## config.mk

```make
export PLATFORM = sky130hd
export DESIGN_NAME = sigmoid_result_fifo
export DESIGN_NICKNAME = d
export VERILOG_FILES = /design/src/rtl/sigmoid_pkg.sv /design/src/rtl/sigmoid_fifo_mem.sv /design/src/rtl/sigmoid_result_fifo.sv
export SDC_FILE = /design/constraint.sdc
export NUM_CORES = 1
export LEC_CHECK = 0
export CELL_PAD_IN_SITES_DETAIL_PLACEMENT = 0
export CELL_PAD_IN_SITES_GLOBAL_PLACEMENT = 1
export CORE_MARGIN = 4
export CORE_UTILIZATION = 50
export DETAILED_ROUTE_END_ITERATION = 7
export HOLD_SLACK_MARGIN = 0.08
export PLACE_DENSITY = 0.81
export SLEW_MARGIN = 20
export SYNTH_ARGS = -nofsm -noshare
export SYNTH_HDL_FRONTEND = slang
export SYNTH_HIERARCHICAL = 1
export SYNTH_SLANG_ARGS = --single-unit
```

## constraint.sdc

```tcl
create_clock -name clk -period 3.1 [get_ports clk]
set_clock_uncertainty 0.05 [all_clocks]
set_input_delay 0.465 -clock clk [delete_from_list [all_inputs] [get_ports clk]]
set_output_delay 0.465 -clock clk [all_outputs]
set_load 0.01 [all_outputs]
```

## src/rtl/sigmoid_pkg.sv

```systemverilog
// Shared types and constants for the sigmoid datapath and its result buffer.
package sigmoid_pkg;

    localparam int BF16_W           = 16;
    localparam int SIGMOID_PIPE_LAT = 5;

    typedef logic [15:0] bf16_t;

endpackage : sigmoid_pkg

```

## src/rtl/sigmoid_fifo_mem.sv

```systemverilog
// Result storage: one synchronous write port, one asynchronous read port so the
// head entry can be presented first-word-fall-through.
module sigmoid_fifo_mem
    import sigmoid_pkg::*;
#(
    parameter  int DATA_W = BF16_W,
    parameter  int DEPTH  = 8,
    localparam int ADDR_W = $clog2(DEPTH)
) (
    input  logic              clk,
    input  logic              we,
    input  logic [ADDR_W-1:0] waddr,
    input  logic [DATA_W-1:0] wdata,
    input  logic [ADDR_W-1:0] raddr,
    output logic [DATA_W-1:0] rdata
);

    logic [DATA_W-1:0] mem_q [DEPTH];

    always_ff @(posedge clk) begin
        if (we) begin
            mem_q[waddr] <= wdata;
        end
    end

    assign rdata = mem_q[raddr];

endmodule : sigmoid_fifo_mem

```

## src/rtl/sigmoid_result_fifo.sv

```systemverilog
// Credit-managed output buffer behind sigmoid_pipelined: captures every result,
// re-exports it on ready/valid, and hands issue credits back to the source.
module sigmoid_result_fifo
    import sigmoid_pkg::*;
#(
    parameter  int DATA_W = BF16_W,
    parameter  int DEPTH  = 8,
    localparam int CNT_W  = $clog2(DEPTH + 1)
) (
    input  logic              clk,
    input  logic              rst_n,
    input  logic              issue,
    output logic              issue_ok,
    input  logic              res_valid,
    input  logic [DATA_W-1:0] res_data,
    output logic              m_valid,
    output logic [DATA_W-1:0] m_data,
    input  logic              m_ready,
    output logic [CNT_W-1:0]  count,
    output logic [CNT_W-1:0]  credits,
    output logic              overflow,
    output logic              underflow
);

    localparam int               PTR_W   = $clog2(DEPTH);
    localparam logic [CNT_W-1:0] DEPTH_C = CNT_W'(DEPTH);
    localparam logic [CNT_W-1:0] CNT_ONE = CNT_W'(1);
    localparam logic [PTR_W-1:0] PTR_ONE = PTR_W'(1);

    logic [CNT_W-1:0]  count_q, count_d;
    logic [CNT_W-1:0]  inflight_q, inflight_d;
    logic [PTR_W-1:0]  wr_ptr_q, wr_ptr_d;
    logic [PTR_W-1:0]  rd_ptr_q, rd_ptr_d;
    logic              overflow_q, overflow_d;
    logic              underflow_q, underflow_d;

    logic              empty;
    logic              full;
    logic              pop;
    logic              push_ok;
    logic [CNT_W:0]    committed;
    logic [CNT_W-1:0]  credits_c;
    logic [DATA_W-1:0] head_data;

    assign empty   = (count_q == '0);
    assign full    = (count_q == DEPTH_C);
    assign pop     = ~empty & m_ready;
    // A full buffer can still take a result when the head leaves on the same edge.
    assign push_ok = res_valid & (~full | pop);

    // After an unsanctioned issue count+inflight may exceed DEPTH; clamp to zero credits.
    assign committed = {1'b0, count_q} + {1'b0, inflight_q};
    assign credits_c = (committed >= {1'b0, DEPTH_C}) ? '0
                     : DEPTH_C - count_q - inflight_q;

    assign issue_ok  = rst_n & (credits_c != '0);

    always_comb begin
        count_d = count_q;
        case ({push_ok, pop})
            2'b10:   count_d = count_q + CNT_ONE;
            2'b01:   count_d = count_q - CNT_ONE;
            default: count_d = count_q;
        endcase
    end

    always_comb begin
        inflight_d = inflight_q;
        case ({issue, res_valid})
            2'b10: begin
                if (inflight_q != DEPTH_C) begin
                    inflight_d = inflight_q + CNT_ONE;
                end
            end
            2'b01: begin
                if (inflight_q != '0) begin
                    inflight_d = inflight_q - CNT_ONE;
                end
            end
            default: inflight_d = inflight_q;
        endcase
    end

    always_comb begin
        wr_ptr_d    = push_ok ? wr_ptr_q + PTR_ONE : wr_ptr_q;
        rd_ptr_d    = pop     ? rd_ptr_q + PTR_ONE : rd_ptr_q;
        overflow_d  = overflow_q | (issue & ~issue_ok) | (res_valid & ~push_ok);
        underflow_d = underflow_q | (res_valid & (inflight_q == '0));
    end

    always_ff @(posedge clk or negedge rst_n) begin
        if (!rst_n) begin
            count_q     <= '0;
            inflight_q  <= '0;
            wr_ptr_q    <= '0;
            rd_ptr_q    <= '0;
            overflow_q  <= 1'b0;
            underflow_q <= 1'b0;
        end else begin
            count_q     <= count_d;
            inflight_q  <= inflight_d;
            wr_ptr_q    <= wr_ptr_d;
            rd_ptr_q    <= rd_ptr_d;
            overflow_q  <= overflow_d;
            underflow_q <= underflow_d;
        end
    end

    sigmoid_fifo_mem #(
        .DATA_W (DATA_W),
        .DEPTH  (DEPTH)
    ) u_mem (
        .clk   (clk),
        .we    (push_ok),
        .waddr (wr_ptr_q),
        .wdata (res_data),
        .raddr (rd_ptr_q),
        .rdata (head_data)
    );

    // Storage is never reset, so mask the head while empty to keep m_data clean.
    assign m_valid   = ~empty;
    assign m_data    = empty ? '0 : head_data;
    assign count     = count_q;
    assign credits   = credits_c;
    assign overflow  = overflow_q;
    assign underflow = underflow_q;

endmodule : sigmoid_result_fifo

```

==> summary by stage, run 1 <==
Run status
The run finished with clean final reports.

GRT
The first global-routing pass estimated roughly 19 mm of wire. The number of global-route vias before repair was around 3400. The overall track demand over capacity in global routing is between 10% and 20%. Entering global routing, the biggest net connects 24 pins.

For this run the aggregate overflow at the end of global routing stands at 0. The number of antenna violations at the first check in global routing is 0.

Synthesis
Counting every instance in the synthesized netlist gives around 340. In this run the cell area of the synthesized design comes to roughly 6300 sq um. The average cell area after synthesis is between 15 and 20 sq um. Yosys mapped the design onto 42 distinct sky130hd cell types. The synthesized net count is about 380. The Yosys step of the flow raised 6 warnings. The synthesized design contains between 100 and 150 register bits. The number of flops mapped to enable cells by yosys is about 130. The share of the Yosys chip area taken by registers is slightly below 70%. The most frequently used flop master after synthesis is edfxtp_1. For this run, asynchronously set or reset flops after synthesis account for ~11%.

Route
For this block, the routed nets add up to 12.73 mm of wire. The sum of met3 wire segment lengths after detailed routing is about 490 um. The topmost layer with routed signal wires is met4.

The first routing iteration left 247 violations. In the routed layout, each cell is associated on average with a via count of 5.457. The met2 wire length is about 6.6 mm.

The routed via count is roughly 3400. For this run, design rule violations remaining after detail routing come to 0. In the final routed layout, each cell accounts on average for approximately 21 um. Once detail routing completed, the nets flagged for antenna violations numbered 0. The number of search-and-repair iterations in the first detailed-routing pass is 4.

The total routed wire length on the met1 layer is between 5 and 6 mm.

Timing
The headroom to the max-slew limit is around two thirds. Setup violations remaining at the end of the flow were counted as 0. On the final layout, the worst hold slack is 347.9 ps. The total count of hold-check failures in the final report came to 0. Subtracting the final worst setup slack from the clock period gives about 3100 ps.

Setup slack closes at between 9 and 10 ps. The count of pins over their slew limit is 0. Dividing the final minimum period by the clock period gives between 90% and 100%. Timing would allow up to 0.3236 GHz. For the pin with the worst max-slew slack, the measured transition is between 400 and 500 ps. Setup repair after global routing could not meet its margin everywhere.

Cells and area
At the end of the flow, the number of nets in the layout was around 480. From synthesis to final layout, the design area changed by 26.28%. The library cells used most frequently in the layout, excluding fill and tap cells, are edfxtp_1, buf_4, clkdlybuf4s50_1. The repair_antennas step left the layout with diodes totalling 0.

The share of post-route cells with drive strength above 1 is 23.94%. Leaving out fill and tap cells, the most frequent cell in the layout is edfxtp_1.

Setup path
Along the worst path, the maximum fanout reaches 3. The data required time of the critical path is 3380 ps. The nature of the critical path startpoint is a register.

Traced cell by cell, the critical path runs through ha_1 > inv_1 > ha_2 > fa_2 > nor4b_2 > mux2i_1 > buf_4 > buf_4 > buf_4 > buf_4 > buf_4 > buf_4 > buf_4 > and4b_1 > a22oi_2. The endpoint of the lowest-slack register-to-register path is overflow$_DFF_PN0_. On the critical path, the stage with the largest delay is an instance of fa_2. The worst setup path is of the reg2reg kind. The endpoint kind of the worst setup timing path is a register. The cell with the most instances on the worst path is buf_4. The startpoint of the worst-slack reg-to-reg timing path is count[1]$_DFFE_PN0P_.

Tracing the worst setup path back leads to its startpoint at count[1]$_DFFE_PN0P_. For this run, the slowest stage of the critical path takes 470 ps. The capture point of the worst path is overflow$_DFF_PN0_.

The critical path contains buffers and inverters numbering 8 combined. For flop-to-flop paths, the worst setup slack is 10 ps. Grouping stages by cell kind, the critical path spends the most delay in adder cells.

Counting buffers and inverters, the worst setup path is 15 cells deep. Measured in cells, the most critical reg-to-reg path has a length of 15. The worst endpoint data arrival time is about 3400 ps.

Clock network
The clock reaches the later pin of the worst-skew pair after ~420 ps. The clock tree synthesis step divided the H-tree into 4 levels. CTS saw roughly 140 sinks. The cell sitting at the root of the clock tree is a clkbuf_16. In this run, CTS created clock tree buffers numbering 17. The CTS tree is yes. The largest buffer count on any clock path is 2. The clock-pin transition on the worst setup and hold timing paths is roughly 60 ps. The number of hold buffers added after CTS was 0.

Pwr
Summed over all nets, the switching power comes to ~2.5 mW. Internal power comes to between 5 and 6 mW. The total leakage power is ~3.0 nW.

The clock network burns 24.8% of the power. The switching part of the total is roughly 30%. Dividing total power by cell area gives a power density of 1028 nW/um^2. Registers are responsible for roughly 33% of the overall power. The highest ir drop seen on vdd is 0.5042 mV.

The combinational fraction of design power is a little over two fifths.

Placed design
Before CTS, the worst setup slack after placement is 62.38 ps. The final weighted congestion in routability-driven placement is around 0.86. The post-DP HPWL is roughly 7.6 mm. Buffers placed on the I/O ports in this run total 48.

Min path
The path type of the worst min-delay path is in2async.

Job
Max-cap violations in this run came to 0.

Floorplan
The die extent in y is around 120 um. The floorplan core area is 12160 sq um. The effective utilization at floorplan is about half. For this design the top-level I/O count stands at 49. The overall die area is 14450 sq um. The die is about 120 um wide.

The count of standard-cell rows is 40.
how the worst min path moves through the flow:
stage | startpoint | to | slack (ps)
floorplan | rst_n | count[0]$_DFFE_PN0P_ | 120
global placement | underflow$_DFF_PN0_ | underflow$_DFF_PN0_ | 410
detailed placement | underflow$_DFF_PN0_ | underflow$_DFF_PN0_ | 420
CTS | rst_n | overflow$_DFF_PN0_ | 340
global route | rst_n | overflow$_DFF_PN0_ | 350
finish | rst_n | overflow$_DFF_PN0_ | 350
worst register-to-register path, cell delays in order (launching register included):
cell and delay, ps:
dfrtp_1 390, ha_1 310, inv_1 60, ha_2 170
fa_2 470, nor4b_2 230, mux2i_1 120, buf_4 150
buf_4 120, buf_4 120, buf_4 120, buf_4 120
buf_4 120, buf_4 120, and4b_1 180, a22oi_2 180
routing by layer:
| metal | global-route usage (%) | up-vias |
|---|---|---|
| li1 | - | 1531 |
| met1 | 22.98 | 1731 |
| met2 | 30.45 | 77 |
| met3 | 4.864 | 17 |
| met4 | 6.371 | 0 |
| met5 | 0 | - |
synthesized netlist by cell type (2+ instances only):
library cell / instances / share of area (%)
edfxtp_1: 128 / 61
mux4_1: 28 / 12
and2_1: 19 / 1.9
mux2_2: 18 / 3.2
ha_1: 17 / 3.4
inv_1: 17 / 1.0
dfrtp_1: 16 / 6.4
nand2_1: 11 / 0.66
nor2_1: 8 / 0.48
nor3_1: 6 / 0.48
xnor2_1: 6 / 0.83
buf_6: 5 / 0.89
o21ai_0: 5 / 0.40
buf_1: 4 / 0.24
fa_1: 4 / 1.3
mux4_2: 4 / 1.4
nand2b_1: 4 / 0.40
xor2_1: 4 / 0.56
a21o_1: 3 / 0.36
a21oi_1: 3 / 0.24
and3_1: 2 / 0.20
clkbuf_1: 2 / 0.12
mux2i_1: 2 / 0.32
nand3_1: 2 / 0.16
nor4_1: 2 / 0.20
power by group through the flow:
stage	Sequential [mW]	Combinational, mW	Clock, mW
after global placement	2.67	3.06	0
after detailed placement	2.69	3.14	0
after CTS	2.66	3.32	2.06
final	2.66	3.48	2.03
after global routing	2.69	3.76	2.15
after floorplan	2.67	1.89	0
flip-flops by register name, indices dropped and copies added, names as in the netlist:
name	flops
count	4
u_mem/mem_q	128
wr_ptr_q	3
inflight_q	4
overflow	1
underflow	1
rd_ptr_q	3
cells by family (layout without fill, tap and decap cells):
| logic type | Yosys count | count (layout) | share of synthesized area, % |
|---|---|---|---|
| simple gates | 64 | 64 | 5.705 |
| flops | 144 | 144 | 67.42 |
| fa+ha+maj | 21 | 21 | 4.651 |
| buf+inv | 30 | 140 | 2.425 |
| mux | 53 | 53 | 16.90 |
| compound gates | 15 | 15 | 1.511 |
| xor+xnor | 10 | 10 | 1.391 |
cell type report:
type                       instances  area (sq um)
clock inverter                    14         166.4
timing repair buffer              91         889.6
sequential                       144          4247
inverter                          17         63.81
multi-input combinational        163          1943
clock buffer                      18         429.2
tap                              168         210.2
fill                             817          4213
stage by stage:
step	TNS (ps)	area, sq um	instances	power (mW)	utilization (%)
final	0	7949	615	8.172	65.36
after global routing	-123.4	7949	615	8.605	65.36
after detailed placement	0	7129	568	5.828	58.62
after floorplan	0	6295	337	4.558	-
after CTS	0	7802	608	8.051	64.16
after global placement	0	7129	568	5.728	58.62
timing repair:
| item | 4_1_cts | 5_1_grt |
|---|---|---|
| buffers inserted | 8 | 4 |
| pin swaps | 5 | 3 |
| endpoints found under the setup margin | 8 | 16 |
| resized for setup | 13 | 15 |
| cloned | 0 | 3 |
(Power assumes the default switching activity.)
==> run 2: changes to the inputs <==
--- a/config.mk
+++ b/config.mk
@@ -10,9 +10,9 @@
 export CORE_MARGIN = 4
 export CORE_UTILIZATION = 50
 export DETAILED_ROUTE_END_ITERATION = 7
-export HOLD_SLACK_MARGIN = 0.08
+export HOLD_SLACK_MARGIN = 0.12
 export PLACE_DENSITY = 0.81
-export SLEW_MARGIN = 20
+export SLEW_MARGIN = 40
 export SYNTH_ARGS = -nofsm -noshare
 export SYNTH_HDL_FRONTEND = slang
 export SYNTH_HIERARCHICAL = 1
==> results of run 2 <==
No change in the layout: final DEF, timing and power equal those of run 1.
